**config.mk**
```make
export PLATFORM = sky130hd
export DESIGN_NAME = pipe_stage_skid
export DESIGN_NICKNAME = d
export VERILOG_FILES = /design/src/rtl/pipe_stage_skid.sv
export SDC_FILE = /design/constraint.sdc
export NUM_CORES = 1
export LEC_CHECK = 0
export CAP_MARGIN = 20
export CORE_UTILIZATION = 50
export DETAILED_ROUTE_END_ITERATION = 6
export PLACE_DENSITY = 0.8
export SYNTH_ARGS = -nofsm -noshare
export SYNTH_HDL_FRONTEND = slang
export SYNTH_SLANG_ARGS = --single-unit
```
**constraint.sdc**
```tcl
create_clock -name clk -period 3.9 [get_ports clk]
set_clock_uncertainty 0.2 [all_clocks]
set_input_delay 0.585 -clock clk [delete_from_list [all_inputs] [get_ports clk]]
set_output_delay 0.585 -clock clk [all_outputs]
set_load 0.005 [all_outputs]
```
**src/rtl/pipe_stage_skid.sv**
```systemverilog
// pipe_stage_skid
// Pipeline stage register with a valid/ready handshake backed by a
// two-entry skid buffer (main = head, skid = overflow), synchronous flush
// and a saturating bubble counter for stall profiling.
//
// Ports:
//   clk, rst         rising-edge clock, async active-low reset
//   in_valid/ready   upstream handshake (in_ready is a flop output)
//   in_data/in_ctrl  upstream payload and control bits
//   flush            synchronous squash of all held beats
//   out_valid/ready  downstream handshake
//   out_data         head payload (holds last value while invalid)
//   out_ctrl         head control, forced to 0 when out_valid=0
//   cnt_clr          synchronous clear of bubble_cnt
//   bubble_cnt       saturating count of starved cycles
module pipe_stage_skid #(
  parameter int DATA_W = 64,
  parameter int CTRL_W = 3,
  parameter int CNT_W  = 16
) (
  input  logic              clk,
  input  logic              rst,
  input  logic              in_valid,
  output logic              in_ready,
  input  logic [DATA_W-1:0] in_data,
  input  logic [CTRL_W-1:0] in_ctrl,
  input  logic              flush,
  output logic              out_valid,
  input  logic              out_ready,
  output logic [DATA_W-1:0] out_data,
  output logic [CTRL_W-1:0] out_ctrl,
  input  logic              cnt_clr,
  output logic [CNT_W-1:0]  bubble_cnt
);

  // Encoding is {skid_valid, main_valid}.
  typedef enum logic [1:0] {
    S_EMPTY = 2'b00,
    S_ONE   = 2'b01,
    S_TWO   = 2'b11
  } state_t;

  state_t              r_state, w_state_nxt;
  logic [DATA_W-1:0]   r_main_data, w_main_data_nxt;
  logic [CTRL_W-1:0]   r_main_ctrl, w_main_ctrl_nxt;
  logic [DATA_W-1:0]   r_skid_data, w_skid_data_nxt;
  logic [CTRL_W-1:0]   r_skid_ctrl, w_skid_ctrl_nxt;
  logic [CNT_W-1:0]    r_cnt;

  logic w_main_vld, w_skid_vld, w_push, w_pop;

  assign w_main_vld = r_state[0];
  assign w_skid_vld = r_state[1];

  // Ready depends only on state flops, so no combinational path from
  // out_ready back to in_ready.
  assign in_ready   = ~w_skid_vld;
  assign out_valid  = w_main_vld;
  assign out_data   = r_main_data;
  assign out_ctrl   = w_main_vld ? r_main_ctrl : '0;
  assign bubble_cnt = r_cnt;

  assign w_push = in_valid & in_ready;
  assign w_pop  = out_valid & out_ready;

  always_comb begin
    w_state_nxt     = r_state;
    w_main_data_nxt = r_main_data;
    w_main_ctrl_nxt = r_main_ctrl;
    w_skid_data_nxt = r_skid_data;
    w_skid_ctrl_nxt = r_skid_ctrl;
    if (flush) begin
      // Squash drops held beats and any beat offered this cycle.
      w_state_nxt = S_EMPTY;
    end else begin
      case (r_state)
        S_EMPTY: begin
          if (w_push) begin
            w_state_nxt     = S_ONE;
            w_main_data_nxt = in_data;
            w_main_ctrl_nxt = in_ctrl;
          end
        end
        S_ONE: begin
          if (w_push && w_pop) begin
            w_main_data_nxt = in_data;
            w_main_ctrl_nxt = in_ctrl;
          end else if (w_push) begin
            w_state_nxt     = S_TWO;
            w_skid_data_nxt = in_data;
            w_skid_ctrl_nxt = in_ctrl;
          end else if (w_pop) begin
            w_state_nxt = S_EMPTY;
          end
        end
        S_TWO: begin
          if (w_pop) begin
            w_state_nxt     = S_ONE;
            w_main_data_nxt = r_skid_data;
            w_main_ctrl_nxt = r_skid_ctrl;
          end
        end
        default: w_state_nxt = S_EMPTY;
      endcase
    end
  end

  always_ff @(posedge clk or negedge rst) begin
    if (!rst) begin
      r_state     <= S_EMPTY;
      r_main_data <= '0;
      r_main_ctrl <= '0;
      r_skid_data <= '0;
      r_skid_ctrl <= '0;
    end else begin
      r_state     <= w_state_nxt;
      r_main_data <= w_main_data_nxt;
      r_main_ctrl <= w_main_ctrl_nxt;
      r_skid_data <= w_skid_data_nxt;
      r_skid_ctrl <= w_skid_ctrl_nxt;
    end
  end

  // Starved cycle: consumer ready but nothing to give it.
  always_ff @(posedge clk or negedge rst) begin
    if (!rst) begin
      r_cnt <= '0;
    end else if (cnt_clr) begin
      r_cnt <= '0;
    end else if (out_ready && !out_valid && (r_cnt != {CNT_W{1'b1}})) begin
      r_cnt <= r_cnt + 1'b1;
    end
  end

endmodule

```
## Word-level counts from Yosys, hierarchy flattened

Cells that the tools add are included.

| cells by class | value |
|---|---|
| bitwise operators | 5 |
| reduce and logical (&&, ||, !) cells | 10 |
| multiplexer cells | 18 |
| add/subtract/negate cells | 1 |
| equal/unequal tests | 10 |

Operator list:

| kind | number |
|---|---|
| $mux W64 | 3 |
| $pmux W64 S3 | 1 |
| $mux W16 | 2 |
| $add A16 B1 Y16 const B | 1 |
| $ne A16 B16 Y1 const B | 1 |
| $mux W2 | 6 |
| $mux W3 | 4 |
| $ne A3 B3 Y1 const B | 3 |
| $pmux W3 S3 | 1 |
| $reduce_and A4 Y1 | 2 |
| $ne A2 B2 Y1 const B | 3 |
| $pmux W2 S3 | 1 |
| $reduce_and A5 Y1 | 1 |
| $ne A4 B4 Y1 const B | 1 |
| $logic_and A1 B1 Y1 | 3 |
| $not A1 Y1 | 3 |
| $reduce_bool A3 Y1 | 1 |
| $and A1 B1 Y1 | 2 |
| $eq A2 B1 Y1 const B | 1 |
| $eq A2 B2 Y1 const B | 1 |
| $logic_not A2 Y1 | 1 |
| $reduce_bool A2 Y1 | 1 |
| $logic_not A1 Y1 | 1 |

| storage, ports and cells | value |
|---|---|
| register bits after elaboration | 152 |
| input port bits | 73 |
| output and inout port bits | 85 |

## Longest topological paths before layout

| depth | value |
|---|---|
| depth in word-level cells | 6 |
| gate-level depth with buffers | 8 |
| mapped depth without buffers | 6 |

## Least setup slack after synthesis

No wires, ideal clock.

| path | value |
|---|---|
| kind | register -> register |
| start | register r_state[0] |
| end | register r_skid_data[33] |
| library setup time | 0.125 ns |
| arrival | 1.829 ns |
| required time | 3.575 ns |
| path slack | 1.746 ns |
| path buffers | 3 |
| stages on the path, launching flop included | 8 |
| clock period less this slack | 2.154 ns |
| cell sequence | dfrtp_1 -> ha_1 -> nand3_2 -> or3b_1 -> buf_2 -> buf_6 -> buf_12 -> mux2_4 |

| on the way | value |
|---|---|
| longest elaborated chain between the ends | 4 |
| elaborated cells on any way between the ends | 5 |

RTL lines:

| what | RTL line | RTL |
|---|---|---|
| start: declaration | 43 | `state_t r_state, w_state_nxt;` |
| start signal: assignment | 116 | `r_state <= w_state_nxt;` |
| $and A1 B1 Y1 | 64 | `assign w_pop = out_valid & out_ready;` |
| $logic_and A1 B1 Y1 | 85 | `if (w_push && w_pop) begin` |
| $not A1 Y1 (no source line) | -- |  |
| $reduce_and A4 Y1 (no source line) * | -- |  |
| end signal: assignment | 119 | `r_skid_data <= w_skid_data_nxt;` |
| end: declaration | 46 | `logic [DATA_W-1:0] r_skid_data, w_skid_data_nxt;` |

Every way passes the cells marked *; elsewhere a longest branch is shown, timed or not.
A chain may end at the register's enable or synchronous reset.

## Final worst setup path

| path | value |
|---|---|
| start | register r_state[0] |
| end | register r_main_data[21] (netlist: out_data[21]) |

| on the way | value |
|---|---|
| longest elaborated chain between the ends | 4 |
| elaborated cells on any way between the ends | 11 |

RTL lines:

| what | RTL line | RTL |
|---|---|---|
| $and A1 B1 Y1 | 64 |  |
| $logic_and A1 B1 Y1 | 85 |  |
| $ne A2 B2 Y1 (no source line) | -- |  |
| $reduce_and A5 Y1 (no source line) | -- |  |
| end signal: assignment | 117 | `r_main_data <= w_main_data_nxt;` |
| end: declaration | 44 | `logic [DATA_W-1:0] r_main_data, w_main_data_nxt;` |

Parallel ways exist; a longest one is shown, timed or not.

==> run summary <==
In this run, CTS created clock tree buffers numbering 17. Counting flops with a built-in enable in the synthesized netlist gives 0. The core region is 0.0132 mm². STA classifies the critical path startpoint as a flip-flop. Row generation in the floorplan step produced 42 rows. Global routing used 22.9% of the available tracks. After clock tree synthesis, the clock-pin slew on the worst setup and hold paths is 0.06 ns. The tools report the number of distinct library cell variants in the gate-level netlist after synthesis as 44. The congestion estimate from routability-driven global placement came to 0.828.

Walking the worst path, the cells encountered are inv_1 -> ha_1 -> a22oi_1 -> nand3_4 -> buf_4 -> buf_12 -> o21ai_0. On the worst path, the slowest cell contributes a delay of 0.63 ns. The number of endpoints failing setup at the final stage is 0, and the fraction of layout cells with a size suffix above 1 is 15.6%.

The run gives 25.0 mm as the wire length of the first global-routing pass. The category of the worst setup path capture point was a flip-flop. The number of port buffers is 157, and the area added between synthesis and finish is 34.3%. The actual slew at the worst max-slew pin was 0.915 ns.

The worst register-to-register path begins at r_state[0]. Synthesized net count: 625. The clock reaches the later pin of the worst-skew pair after 0.42 ns. The post-layout worst setup margin is 1.29 ns. The library cells used most frequently in the layout, excluding fill and tap cells, are clkdlybuf4s50_1, dfrtp_1, nand2_1. CTS built an H-tree with a depth of 4.

Internal cell power: 4.56 mW. The logs give 56.3% for the part of the Yosys area used for sequential elements and 4 for the detailed-router iteration count before antenna repair. dfrtp_1 takes more of the synthesized area than any other cell. The max-slew violation count is 0. The logic depth of the worst register-to-register path came out at 7. Based on the critical path, the design can be clocked at up to 382 MHz. TritonCTS built the clock tree.

Setup total negative slack on the finished layout was measured at 0 ns. The tools report the number of design-rule violations left by the first detailed-router iteration as 303. Floorplan die width: 118 µm. The worst hold path belongs to the class in -> async. The max-cap violation count is 0, and the aggregate routed wire length is 15.0 mm. The largest vdd supply drop is 0.000354 V. After technology mapping, the gate count stands at 547.

Ranked by total cell area, the synthesized netlist is headed by dfrtp_1, mux2i_1, mux2_4. Clock root buffer master: clkbuf_16. In the routed layout, each cell is associated on average with a via count of 5.31. The number of antenna diodes in the final layout is 0. The layout filler cell count is 933. The remaining number of nets flagged by the antenna check after routing is 0, and the data arrival time of the critical path is 2.74 ns.

After legalization and detailed placement, the total HPWL measured 9.70 mm. CTS saw 152 sinks. The synthesized design devotes to its leading area cell type 56.3% of total area. Pin placement for this block handled 158 I/O pins.

Y dimension of the die: 118 µm. Leaving out fill and tap cells, the most frequent cell in the layout is clkdlybuf4s50_1. The run gives 0 as the number of warnings issued by yosys. The post-synthesis sequential element count is 152, and the async set or reset register ratio after synthesis is 100%.

The leakage power is 3.85 nW. The number of remaining DRC errors is 0, and the largest net degree at the start of global routing is 135. The run finished with clean final reports. The worst setup timing slack at the placement stage was 0.855 ns. Per report_power, the combinational group accounts for 31.7% of the total. Combined buffer and inverter count along the critical path: 3.

The cell with the largest stage delay on the worst path was dfrtp_1. The synthesized area was 0.00676 mm²; the average wire per cell in the routed design was 16.9 µm. Each instance of the synthesized netlist takes up on average 12.3 µm². The worst path needs 2.61 ns of the cycle, external delays included.

The number of gates resized after CTS is 0, and the die outline area is 0.0140 mm². The proportion of power drawn by flip-flops and latches is 42.2%, and the portion of total power attributed to the clock network is 26.1%. Setup repair after global routing left no endpoint under its margin. In this run the worst path has a maximum fanout of 71. The logs give 0 for the hold buffer count at CTS and 1.29 ns for the register-to-register setup slack. The longest clock path from root to sink contains 2 buffers. Post-CTS timing repair inserted 0 buffers for setup. For this configuration, the core starts out at a cell density of 51.2%.

The run gives 0 as the initial antenna violation count. In this run the power density over the cells is 702 mW/mm². The tools report the hold violation total from the final report as 0.

The final route contains 4704 vias. At the worst endpoint, the required time is 4.02 ns. Number of nets in the finished design: 775.

The run gives 4932 as the via count of the first global-routing pass. Summed over all nets, the switching power comes to 1.81 mW. Main flop type after synthesis: dfrtp_1. The fraction of the cycle the final worst path needs was 67.0%; the worst-case headroom to the max-slew limit was 39.0%. The critical register-to-register path endpoint is out_data[21]. In this run switching power makes up 28.4% of total power. The gate family responsible for the most delay along the worst path was buffers and inverters.

Kind of critical path: reg -> reg. The run gives 0 as the global route total overflow.
[stage by stage]
| step | hold WS (ns) | total power [mW] | instances | area (µm²) | utilization [%] |
|---|---|---|---|---|---|
| CTS | 0.0983 | 6.41 | 884 | 9030 | 68.4 |
| global route | 0.152 | 6.74 | 886 | 9070 | 68.8 |
| detailed placement | 0.263 | 4.71 | 852 | 8440 | 64.0 |
| finish | 0.0588 | 6.37 | 886 | 9070 | 68.8 |
| global placement | 0.256 | 4.59 | 852 | 8440 | 64.0 |
| floorplan | 0.0894 | 3.64 | 547 | 6760 | - |
[power groups by stage]
stage | logic [mW] | clock network, mW | registers [mW]
2_1_floorplan | 1.02 | 0 | 2.63
3_3_place_gp | 1.93 | 0 | 2.66
3_5_place_dp | 2.01 | 0 | 2.70
4_1_cts | 2.03 | 1.69 | 2.69
5_1_grt | 2.22 | 1.75 | 2.77
6_report | 2.02 | 1.66 | 2.69
[cells in the mapped netlist, types with 2 or more instances]
library cell	count
xnor2_1	12
nor4_1	4
dfrtp_1	152
o21ai_0	68
nand2_1	71
a21oi_1	3
mux2_4	30
mux2i_1	70
nor2_1	19
clkbuf_1	12
nand3_2	2
buf_12	3
ha_1	5
nand3_1	3
buf_2	15
nand4_1	2
and2_1	4
mux2_2	37
inv_1	3
a2111oi_1	2
nor3_1	7
[final cells by class]
type                            instances  area (µm²)  area share (%)
Sequential cell                       152        3800            41.9
Clock buffer                           23         468            5.16
Multi-Input combinational cell        359        2770            30.5
Clock inverter                          9         123            1.35
Timing Repair Buffer                  163        1680            18.5
Tap cell                              176         220            2.43
Inverter                                4        15.0           0.165
[flip-flops by register name, indices dropped and copies added, names as in the netlist]
register / count
r_state: 2
r_skid_ctrl: 3
r_main_ctrl: 3
out_data: 64
bubble_cnt: 16
r_skid_data: 64
[worst max-delay path by stage]
stage                    start              end  slack, ns  depth (start not counted)
floorplan           r_state[0]  r_skid_data[33]       1.75                          7
detailed placement   out_ready     out_data[24]       0.85                          6
finish              r_state[0]     out_data[21]       1.29                          7
global route        r_state[0]     out_data[21]       1.09                          7
global placement     out_ready     out_data[63]       0.96                          6
CTS                 r_state[0]     out_data[24]       1.12                          5
[routing by layer]
metal / vias to the layer above / global-route usage, % / routed length, µm
li1: 2208 / - / -
met1: 2337 / 27.7 / 6380
met2: 132 / 37.5 / 7280
met3: 27 / 8.20 / 1050
met4: 0 / 8.41 / 282
met5: - / 0 / 0
[logic make-up (layout without fill, tap and decap cells)]
logic type               Yosys count  in the layout  share of synthesized area (%)
buffers and inverters             36            199                           3.11
XOR/XNOR                          13             13                           1.69
multiplexers                     137            137                           23.2
flip-flops                       152            152                           56.3
AO/OA/AOI/OAI                     79             79                           6.20
AND/OR/NAND/NOR                  125            125                           8.56
adder cells (fa/ha/maj)            5              5                          0.926
No activity file was read; power rests on OpenSTA's default activity.
